<file path="src/rtl/mips_ctrl_pkg.sv">
// Shared encodings for the multicycle MIPS controller: states, opcodes and
// the ALU / PC / operand-select codes driven onto the datapath.
package mips_ctrl_pkg;

  typedef enum logic [3:0] {
    S_FETCH     = 4'd0,
    S_DECODE    = 4'd1,
    S_MEM_ADDR  = 4'd2,
    S_MEM_READ  = 4'd3,
    S_MEM_WB    = 4'd4,
    S_MEM_WRITE = 4'd5,
    S_EXECUTE   = 4'd6,
    S_R_WB      = 4'd7,
    S_BRANCH    = 4'd8,
    S_JUMP      = 4'd9,
    S_ADDI_EX   = 4'd10,
    S_ADDI_WB   = 4'd11
  } state_e;

  localparam logic [5:0] OP_RTYPE = 6'b000000;
  localparam logic [5:0] OP_LW    = 6'b100011;
  localparam logic [5:0] OP_SW    = 6'b101011;
  localparam logic [5:0] OP_BEQ   = 6'b000100;
  localparam logic [5:0] OP_BNE   = 6'b000101;
  localparam logic [5:0] OP_J     = 6'b000010;
  localparam logic [5:0] OP_ADDI  = 6'b001000;

  localparam logic [1:0] ALU_ADD   = 2'd0;
  localparam logic [1:0] ALU_SUB   = 2'd1;
  localparam logic [1:0] ALU_FUNCT = 2'd2;

  localparam logic [1:0] PC_ALU    = 2'd0;
  localparam logic [1:0] PC_ALUOUT = 2'd1;
  localparam logic [1:0] PC_JUMP   = 2'd2;

  localparam logic [1:0] SRCB_REG    = 2'd0;
  localparam logic [1:0] SRCB_ONE    = 2'd1;
  localparam logic [1:0] SRCB_IMM    = 2'd2;
  localparam logic [1:0] SRCB_IMM_SH = 2'd3;

  function automatic logic is_wait_state(input state_e s);
    return (s == S_FETCH) || (s == S_MEM_READ) || (s == S_MEM_WRITE);
  endfunction

endpackage

</file>
<file path="src/rtl/mem_wait_timer.sv">
// Counts stalled cycles of a memory access and flags the cycle in which the
// access must be abandoned (still not ready with the count at TIMEOUT).
module mem_wait_timer #(
  parameter int unsigned TIMEOUT = 15
) (
  input  logic clk,
  input  logic rst,
  input  logic start,
  input  logic ready,
  output logic expired
);

  localparam logic [7:0] LIMIT = 8'(TIMEOUT);

  logic [7:0] cnt_q;
  logic [7:0] cnt_d;

  always_comb begin
    cnt_d = cnt_q;
    if (start) begin
      cnt_d = 8'd0;
    end else if (!ready) begin
      cnt_d = cnt_q + 8'd1;
    end
  end

  always_ff @(posedge clk or posedge rst) begin
    if (rst) begin
      cnt_q <= 8'd0;
    end else begin
      cnt_q <= cnt_d;
    end
  end

  assign expired = !ready && (cnt_q == LIMIT);

endmodule

</file>
<file path="src/rtl/multicycle_control.sv">
// Multicycle MIPS control unit: sequences fetch/decode/execute over a unified
// memory with a bounded wait, and counts retired instructions.
//
//   state     | meaning
//   FETCH     | read instruction, PC+1; wait for mem_ready
//   DECODE    | precompute branch target, dispatch on opcode
//   MEM_ADDR  | base + offset for lw/sw
//   MEM_READ  | data read; wait for mem_ready
//   MEM_WB    | load result to rt
//   MEM_WRITE | data write; wait for mem_ready
//   EXECUTE   | R-type ALU op
//   R_WB      | ALU result to rd
//   BRANCH    | compare, conditional PC update
//   JUMP      | PC <- jump target
//   ADDI_EX   | rs + immediate
//   ADDI_WB   | ALU result to rt
module multicycle_control
  import mips_ctrl_pkg::*;
#(
  parameter int unsigned TIMEOUT = 15
) (
  input  logic        clk,
  input  logic        rst,
  input  logic [5:0]  opcode,
  input  logic        zero,
  input  logic        mem_ready,
  output logic        pc_write,
  output logic        ir_write,
  output logic        iord,
  output logic        mem_read,
  output logic        mem_write,
  output logic        reg_write,
  output logic        reg_dst,
  output logic        mem_to_reg,
  output logic        alu_src_a,
  output logic [1:0]  alu_src_b,
  output logic [1:0]  alu_op,
  output logic [1:0]  pc_source,
  output logic [3:0]  state,
  output logic        illegal_op,
  output logic        mem_err,
  output logic [31:0] retired
);

  state_e      state_q, state_d;
  logic [31:0] retired_q, retired_d;
  logic        illegal_q, illegal_d;
  logic        mem_err_q, mem_err_d;
  logic        retire;
  logic        timer_start;
  logic        expired;

  mem_wait_timer #(.TIMEOUT(TIMEOUT)) u_timer (
    .clk     (clk),
    .rst     (rst),
    .start   (timer_start),
    .ready   (mem_ready),
    .expired (expired)
  );

  // The timer restarts whenever the FSM is not stalled in a wait state,
  // including the abort cycle, so a FETCH re-entered after a timeout starts at 0.
  assign timer_start = !is_wait_state(state_q) || mem_ready || expired;

  always_comb begin
    state_d   = state_q;
    illegal_d = illegal_q;
    mem_err_d = 1'b0;
    retire    = 1'b0;
    case (state_q)
      S_FETCH: begin
        if (mem_ready) begin
          state_d = S_DECODE;
        end else if (expired) begin
          state_d   = S_FETCH;
          mem_err_d = 1'b1;
        end
      end
      S_DECODE: begin
        case (opcode)
          OP_RTYPE:      state_d = S_EXECUTE;
          OP_LW, OP_SW:  state_d = S_MEM_ADDR;
          OP_BEQ, OP_BNE: state_d = S_BRANCH;
          OP_J:          state_d = S_JUMP;
          OP_ADDI:       state_d = S_ADDI_EX;
          default: begin
            illegal_d = 1'b1;
            state_d   = S_FETCH;
          end
        endcase
      end
      S_MEM_ADDR: state_d = (opcode == OP_LW) ? S_MEM_READ : S_MEM_WRITE;
      S_MEM_READ: begin
        if (mem_ready) begin
          state_d = S_MEM_WB;
        end else if (expired) begin
          state_d   = S_FETCH;
          mem_err_d = 1'b1;
        end
      end
      S_MEM_WRITE: begin
        if (mem_ready) begin
          state_d = S_FETCH;
          retire  = 1'b1;
        end else if (expired) begin
          state_d   = S_FETCH;
          mem_err_d = 1'b1;
        end
      end
      S_EXECUTE: state_d = S_R_WB;
      S_ADDI_EX: state_d = S_ADDI_WB;
      S_MEM_WB, S_R_WB, S_ADDI_WB, S_BRANCH, S_JUMP: begin
        state_d = S_FETCH;
        retire  = 1'b1;
      end
      default: state_d = S_FETCH;
    endcase
    retired_d = retire ? retired_q + 32'd1 : retired_q;
  end

  always_ff @(posedge clk or posedge rst) begin
    if (rst) begin
      state_q   <= S_FETCH;
      retired_q <= 32'd0;
      illegal_q <= 1'b0;
      mem_err_q <= 1'b0;
    end else begin
      state_q   <= state_d;
      retired_q <= retired_d;
      illegal_q <= illegal_d;
      mem_err_q <= mem_err_d;
    end
  end

  always_comb begin
    pc_write   = 1'b0;
    ir_write   = 1'b0;
    iord       = 1'b0;
    mem_read   = 1'b0;
    mem_write  = 1'b0;
    reg_write  = 1'b0;
    reg_dst    = 1'b0;
    mem_to_reg = 1'b0;
    alu_src_a  = 1'b0;
    alu_src_b  = SRCB_REG;
    alu_op     = ALU_ADD;
    pc_source  = PC_ALU;
    case (state_q)
      S_FETCH: begin
        mem_read  = 1'b1;
        alu_src_b = SRCB_ONE;
        ir_write  = mem_ready;
        pc_write  = mem_ready;
      end
      S_DECODE: alu_src_b = SRCB_IMM_SH;
      S_MEM_ADDR, S_ADDI_EX: begin
        alu_src_a = 1'b1;
        alu_src_b = SRCB_IMM;
      end
      S_MEM_READ: begin
        mem_read = 1'b1;
        iord     = 1'b1;
      end
      S_MEM_WRITE: begin
        mem_write = 1'b1;
        iord      = 1'b1;
      end
      S_MEM_WB: begin
        reg_write  = 1'b1;
        mem_to_reg = 1'b1;
      end
      S_EXECUTE: begin
        alu_src_a = 1'b1;
        alu_op    = ALU_FUNCT;
      end
      S_R_WB: begin
        reg_write = 1'b1;
        reg_dst   = 1'b1;
      end
      S_ADDI_WB: reg_write = 1'b1;
      S_BRANCH: begin
        alu_src_a = 1'b1;
        alu_op    = ALU_SUB;
        pc_source = PC_ALUOUT;
        pc_write  = (opcode == OP_BEQ) ? zero : ((opcode == OP_BNE) ? !zero : 1'b0);
      end
      S_JUMP: begin
        pc_write  = 1'b1;
        pc_source = PC_JUMP;
      end
      default: ;
    endcase
    // FETCH strobes follow mem_ready combinationally; hold them off during reset.
    if (rst) begin
      pc_write  = 1'b0;
      ir_write  = 1'b0;
      mem_write = 1'b0;
      reg_write = 1'b0;
    end
  end

  assign state      = state_q;
  assign retired    = retired_q;
  assign illegal_op = illegal_q;
  assign mem_err    = mem_err_q;

endmodule

</file>
<file path="config.mk">
export PLATFORM = sky130hd
export DESIGN_NAME = multicycle_control
export DESIGN_NICKNAME = d
export VERILOG_FILES = /design/src/rtl/mips_ctrl_pkg.sv /design/src/rtl/mem_wait_timer.sv /design/src/rtl/multicycle_control.sv
export SDC_FILE = /design/constraint.sdc
export NUM_CORES = 1
export LEC_CHECK = 0
export ABC_AREA = 1
export CAP_MARGIN = 10
export CORE_MARGIN = 1
export CORE_UTILIZATION = 35
export DETAILED_ROUTE_END_ITERATION = 6
export GPL_TIMING_DRIVEN = 0
export HOLD_SLACK_MARGIN = 0.03
export SKIP_LAST_GASP = 1
export SYNTH_ARGS = -nofsm -noshare
export SYNTH_HDL_FRONTEND = slang
export SYNTH_SLANG_ARGS = --single-unit
export TNS_END_PERCENT = 100
</file>
<file path="constraint.sdc">
create_clock -name clk -period 1.7 [get_ports clk]
set_input_delay 0.34 -clock clk [delete_from_list [all_inputs] [get_ports clk]]
set_output_delay 0.34 -clock clk [all_outputs]
set_load 0.01 [all_outputs]
</file>
==> Word-level counts from Yosys, hierarchy flattened <==
Index checks and enable logic that the tools add are counted.
{ "op_classes": {"n_addsub": 2, "n_mul": 0, "div": 0, "n_lt_le_gt_ge": 0, "n_eq_ne": 19, "shifts": 0, "muxes": 32, "bitwise_logic": 1, "reduce_logical": 21} }
{ "ops": {"columns": ["cell", "count"], "rows": [
  ["adder 32 x 1 -> 32 bit, second input constant", 1],
  ["case mux 4 bit (7 select lines)", 1],
  ["case mux 4 bit (5 select lines)", 1],
  ["two-way mux 1 bit", 18],
  ["equality test 4 x 3 -> 1 bit, second input constant", 4],
  ["equality test 4 bit, second input constant", 4],
  ["two-way mux 4 bit", 4],
  ["two-way mux 8 bit", 2],
  ["equality test 6 x 3 -> 1 bit, second input constant", 2],
  ["equality test 6 bit, second input constant", 2],
  ["OR reduction 2 bit", 5],
  ["adder 8 x 1 -> 8 bit, second input constant", 1],
  ["equality test 4 x 2 -> 1 bit, second input constant", 2],
  ["equality test 8 x 4 -> 1 bit, second input constant", 1],
  ["case mux 2 bit (2 select lines)", 2],
  ["OR reduction 7 bit", 1],
  ["equality test 6 x 2 -> 1 bit, second input constant", 1],
  ["equality test 6 x 4 -> 1 bit, second input constant", 1],
  ["zero test 6 bit", 1],
  ["case mux 2 bit (3 select lines)", 1],
  ["OR reduction 3 bit", 2],
  ["OR reduction 5 bit", 1],
  ["equality test 4 x 1 -> 1 bit, second input constant", 1],
  ["zero test 4 bit", 1],
  ["other kinds (10)", 15]
]} }
{ "word_totals": {"register_bits": 46, "latch_bits": 0, "ram_bits": 0, "rom_bits": 0, "input_bits": 10, "output_inout_bits": 53, "elab_cells": 80, "memories": 0} }

==> Depth between registers and ports, before layout <==
{ "logic_depth": {"ltp_word": 7, "ltp_mapped": 11, "depth_no_buf": 10} }

==> Cells and area by module <==
From an unflattened synthesis, not the netlist that was laid out.
{ "hier_totals": {"cells_unflattened": 485, "hier_area_um2": 3124.2} }
{ "by_module_without_submodules": {"columns": ["module", "n_inst", "cells_per_inst", "area_per_inst_um2", "seq_area_each_um2"], "rows": [
  ["multicycle_control", 1, 424, 2663.8, 950.9],
  ["mem_wait_timer", 1, 61, 460.4, 200.2]
]} }

==> Worst setup path after synthesis <==
Ideal clock, no wire load.
{ "synth_path": {"kind": "flip-flop to flip-flop", "from": "register retired_q[0] (netlist: retired[0])", "to": "register retired_q[22] (netlist: retired[22])", "setup_time_ns": 0.117, "arrival_time_ns": 1.444, "t_required_ns": 1.583, "path_slack_ns": 0.138, "path_stages_with_launch": 9, "path_buffers": 0, "synth_period_minus_slack_ns": 1.562, "path_cell_list": "dfrtp_1 -> ha_1 -> nand3_1 -> nor2_1 -> nand2_1 -> nor2_1 -> nand3_1 -> nand2_1 -> nand2_1"} }
{ "synth_via": {"elab_chain_cells": 1} }
{ "synth_rtl": {"columns": ["element", "line_no", "source"], "rows": [
  ["start, declared", "multicycle_control.sv:46", "logic [31:0] retired_q, retired_d;"],
  ["start signal, assigned", "multicycle_control.sv:129", "retired_q <= retired_d;"],
  ["adder 32 x 1 -> 32 bit", "multicycle_control.sv:118", "retired_d = retire ? retired_q + 32'd1 : retired_q;"]
]} }
No other way between the ends.
A chain may end at the register's enable or synchronous reset.

==> Worst setup path after layout <==
{ "layout_path": {"from": "register state_q[3] (netlist: state[3])", "to": "output alu_src_b[1]"} }
{ "layout_via": {"elab_chain_cells": 3, "word_cells_on_any_way": 6, "cone_classes": "3 x eq/ne; 1 x mux; 2 x reduce/logical"} }
{ "layout_rtl": {"columns": ["element", "line_no", "source"], "rows": [
  ["start, declared", "multicycle_control.sv:45", "state_e state_q, state_d;"],
  ["start signal, assigned", "multicycle_control.sv:128", "state_q <= state_d;"],
  ["equality test 4 bit or equality test 4 x 2 -> 1 bit (tied branches)", "multicycle_control.sv:148", "case (state_q)"],
  ["OR reduction 2 bit", null, null],
  ["case mux 2 bit (3 select lines) *", "multicycle_control.sv:148", null],
  ["end, declared", "multicycle_control.sv:36", "output logic [1:0] alu_src_b,"]
]} }
Mark *: on every way between the ends. The rest lies on a longest branch, timed or not.

==> metrics.md <==
| Metric | Value |
|---|---|
| Status | `finished with violations` |
| Failing checks | `negative setup slack` |
| Synth Warn # | `0` |
| Slew Limit Fails | `0` |
| Synth area leaders | `dfrtp_1 (38%), nand2_1 (24%), nor2_1 (11%), inv_1 (7.5%), nand3_1 (4.4%)` |
| Max Root-Sink Buffers | `2` |
| IR drop worst, VDD | `0.0005612 V` |
| Die H | `95.32 um` |
| Drt initial violations | `164` |
| Startpoint Class | `register` |
| Net count after synthesis | `499` |
| Vias per cell | `4.834` |
| ANT nets after route | `0` |
| Power density of the placed cells | `992.0 nW/um2` |
| Unique masters post-synth | `25` |
| Reg2Reg Depth | `11` |
| Max-Cap Viols | `0` |
| Antenna diodes | `0` |
| CTS root buf | `clkbuf_8` |
| Final cell utilization of the core | `0.5339` |
| Min-Delay Path Class | `in -> reg` |
| Worst-margin pin slew | `416.1 ps` |
| Mapped Avg Cell Area | `6.259 um2` |
| Mapped Area | `3048 um2` |
| FP Rows | `33` |
| Initial Util | `0.3654` |
| Routability cong. | `0.8749` |
| Die ar. | `9086 um2` |
| Synth Register Bits | `46` |
| Final worst-path cycle share | `1.080` |
| Core ar. | `8341 um2` |
| Initial antenna violation count | `0` |
| Reg power frac | `0.307` |
| CP endpoint kind | `output port` |
| Total grt overflow | `0` |
| EDFF count, synth | `0` |
| Slew margin rel. | `0.7222` |
| Final nets | `597` |
| Die W | `95.32 um` |
| Gate count after technology mapping | `487` |
| Post-synth ARST share | `1.000` |
| Ports | `63` |
| Layout area overhead | `46.10%` |
| Layout cells sized above 1 | `0.2065` |
| Remaining DRCs | `0` |
| Largest net degree at the start of global routing | `30` |
| Fmax | `0.5446 GHz` |
| Post-synth top area cell | `dfrtp_1` |
| I/O Buffers | `62` |
| Pleak | `2.131 nW` |
| First-pass GRT wire length | `13.85 mm` |
| TritonCTS buffer count | `5` |
| Clock sinks | `46` |
| DP HPWL | `6.392 mm` |
| Comb power frac | `0.464` |
| Crit path kind | `reg -> out` |
| Setup WS pre-CTS | `-700.5 ps` |
| Gr usage total | `0.1935` |
| Min Tclk post-route | `1836 ps` |
| TritonRoute pass-1 iters | `4` |
| Clk_lat worst skew | `300 ps` |
| Internal power | `2.785 mW` |
| Final WS setup | `-136.2 ps` |
| Switching Fraction | `0.3695` |
| Required @ worst endpoint | `1360 ps` |
| # H-tree levels | `2` |
| Top_reg_cell synth | `dfrtp_1` |
| Hold Fails Final Rpt | `0` |
| Yosys top cell area share | `0.3777` |
| CTS clk-pin slew, worst paths | `80 ps` |
| Clk_skew | `12.00 ps` |
| # hold bufs at CTS | `0` |
| Crit path DAT | `1500 ps` |
| RSZ-0062 raised after global routing | `yes` |
| Vias | `3340` |
| Number of global-route vias before repair | `3069` |
| Final setup fails | `12` |
| Worst-path maximum fanout | `4` |
| Post-synthesis sequential area ratio | `0.3777` |
| NetSw | `1.632 mW` |
| Final hold slack | `465.0 ps` |
| WL final | `8.942 mm` |
| Hold Path Cell Cnt | `3` |
| CTS tree | `done` |
| Wirelength per Cell | `12.94 um` |
| Clock power frac | `0.229` |
## final timing paths
kind                                  start               end  slack [ps]
setup reg to reg                   state[1]       retired[30]          30
max in group asynchronous               rst       retired[16]         690
min in group asynchronous               rst           mem_err         500
hold reg to reg            u_timer.cnt_q[0]  u_timer.cnt_q[0]         460
setup / recovery                   state[3]      alu_src_b[1]        -140
hold / removal                    opcode[1]          state[0]         460
## critical path, stage by stage, from the launching register on
cell and delay, ps:
dfrtp_2 450, buf_6 130, nor2_4 140, buf_4 140
buf_6 90, nand2_4 60, o21ai_2 60, buf_2 140
## placed cells by master (no fill, tap or decap), drive strengths merged, types with 2 or more instances in the layout
cell type	n
clkdlybuf4s50	39
clkbuf	10
o21ai	20
nand2	193
nor2	91
xor2	11
nand3	27
nand4	12
inv	63
dlygate4sd2	3
ha	2
nand3b	5
bufinv	2
dlymetal6s2s	7
nor3	3
a21oi	4
buf	41
dfrtp	46
clkdlybuf4s15	2
## cell usage after synthesis (3+ instances only)
| library cell | n |
|---|---|
| nor2_1 | 90 |
| inv_1 | 61 |
| nand2_1 | 191 |
| a21oi_1 | 3 |
| o21ai_1 | 9 |
| xor2_1 | 11 |
| dfrtp_1 | 46 |
| nor3_1 | 3 |
| o21ai_0 | 11 |
| nand4_1 | 12 |
| nand3_1 | 27 |
| nand3b_1 | 5 |
| buf_4 | 3 |
## sequential cells by signal (all words and copies together) (netlist names)
name           flops
illegal_op         1
u_timer.cnt_q      8
state              4
mem_err            1
retired           32
## kinds of logic after synthesis
logic type,synth area share
simple gates,0.4380
buf+inv,0.09401
fa+ha+maj,0.008209
compound gates,0.04762
xor+xnor,0.03448
flops,0.3777
## final cells by class
type,instances,area (um2)
fill,814,3887
multi-input combinational,372,1809
sequential,46,1176
timing repair buffer,90,870.8
inverter,64,255.2
tap,105,131.4
clock buffer,6,82.58
buffer,6,67.56
clock inverter,2,60.06
## power groups by stage
stage / Sequential [mW] / Combinational, mW / Clock [mW]
after global routing: 1.37 / 2.21 / 1.08
after floorplan: 1.36 / 0.782 / 0
after CTS: 1.33 / 1.55 / 1.03
after detailed placement: 1.35 / 1.37 / 0
after global placement: 1.35 / 1.35 / 0
final: 1.36 / 2.05 / 1.01
## through the flow
step	setup TNS (ps)	std cells	area [um2]	power (mW)
2_1_floorplan	0	487	3048	2.138
3_3_place_gp	-45510	654	3800	2.701
3_5_place_dp	-3281	655	3820	2.724
4_1_cts	-973.0	679	4167	3.913
5_1_grt	-2536	691	4453	4.665
6_report	-990.9	691	4453	4.417
## per-layer routing
metal | routed length (um) | GRT usage | up-vias
met5 | 0 | 0 | -
met4 | 69 | 0.04545 | 0
met3 | 420 | 0.02552 | 6
met2 | 4220 | 0.3131 | 100
met1 | 4231 | 0.2724 | 1532
li1 | - | - | 1702
## timing repair
action	4_1_cts	5_1_grt
gates resized for setup	75	80
gates cloned	0	3
endpoints found under the setup margin	25	64
setup buffers	16	10
pin swaps	9	17
No activity file was read; power rests on OpenSTA's default activity.
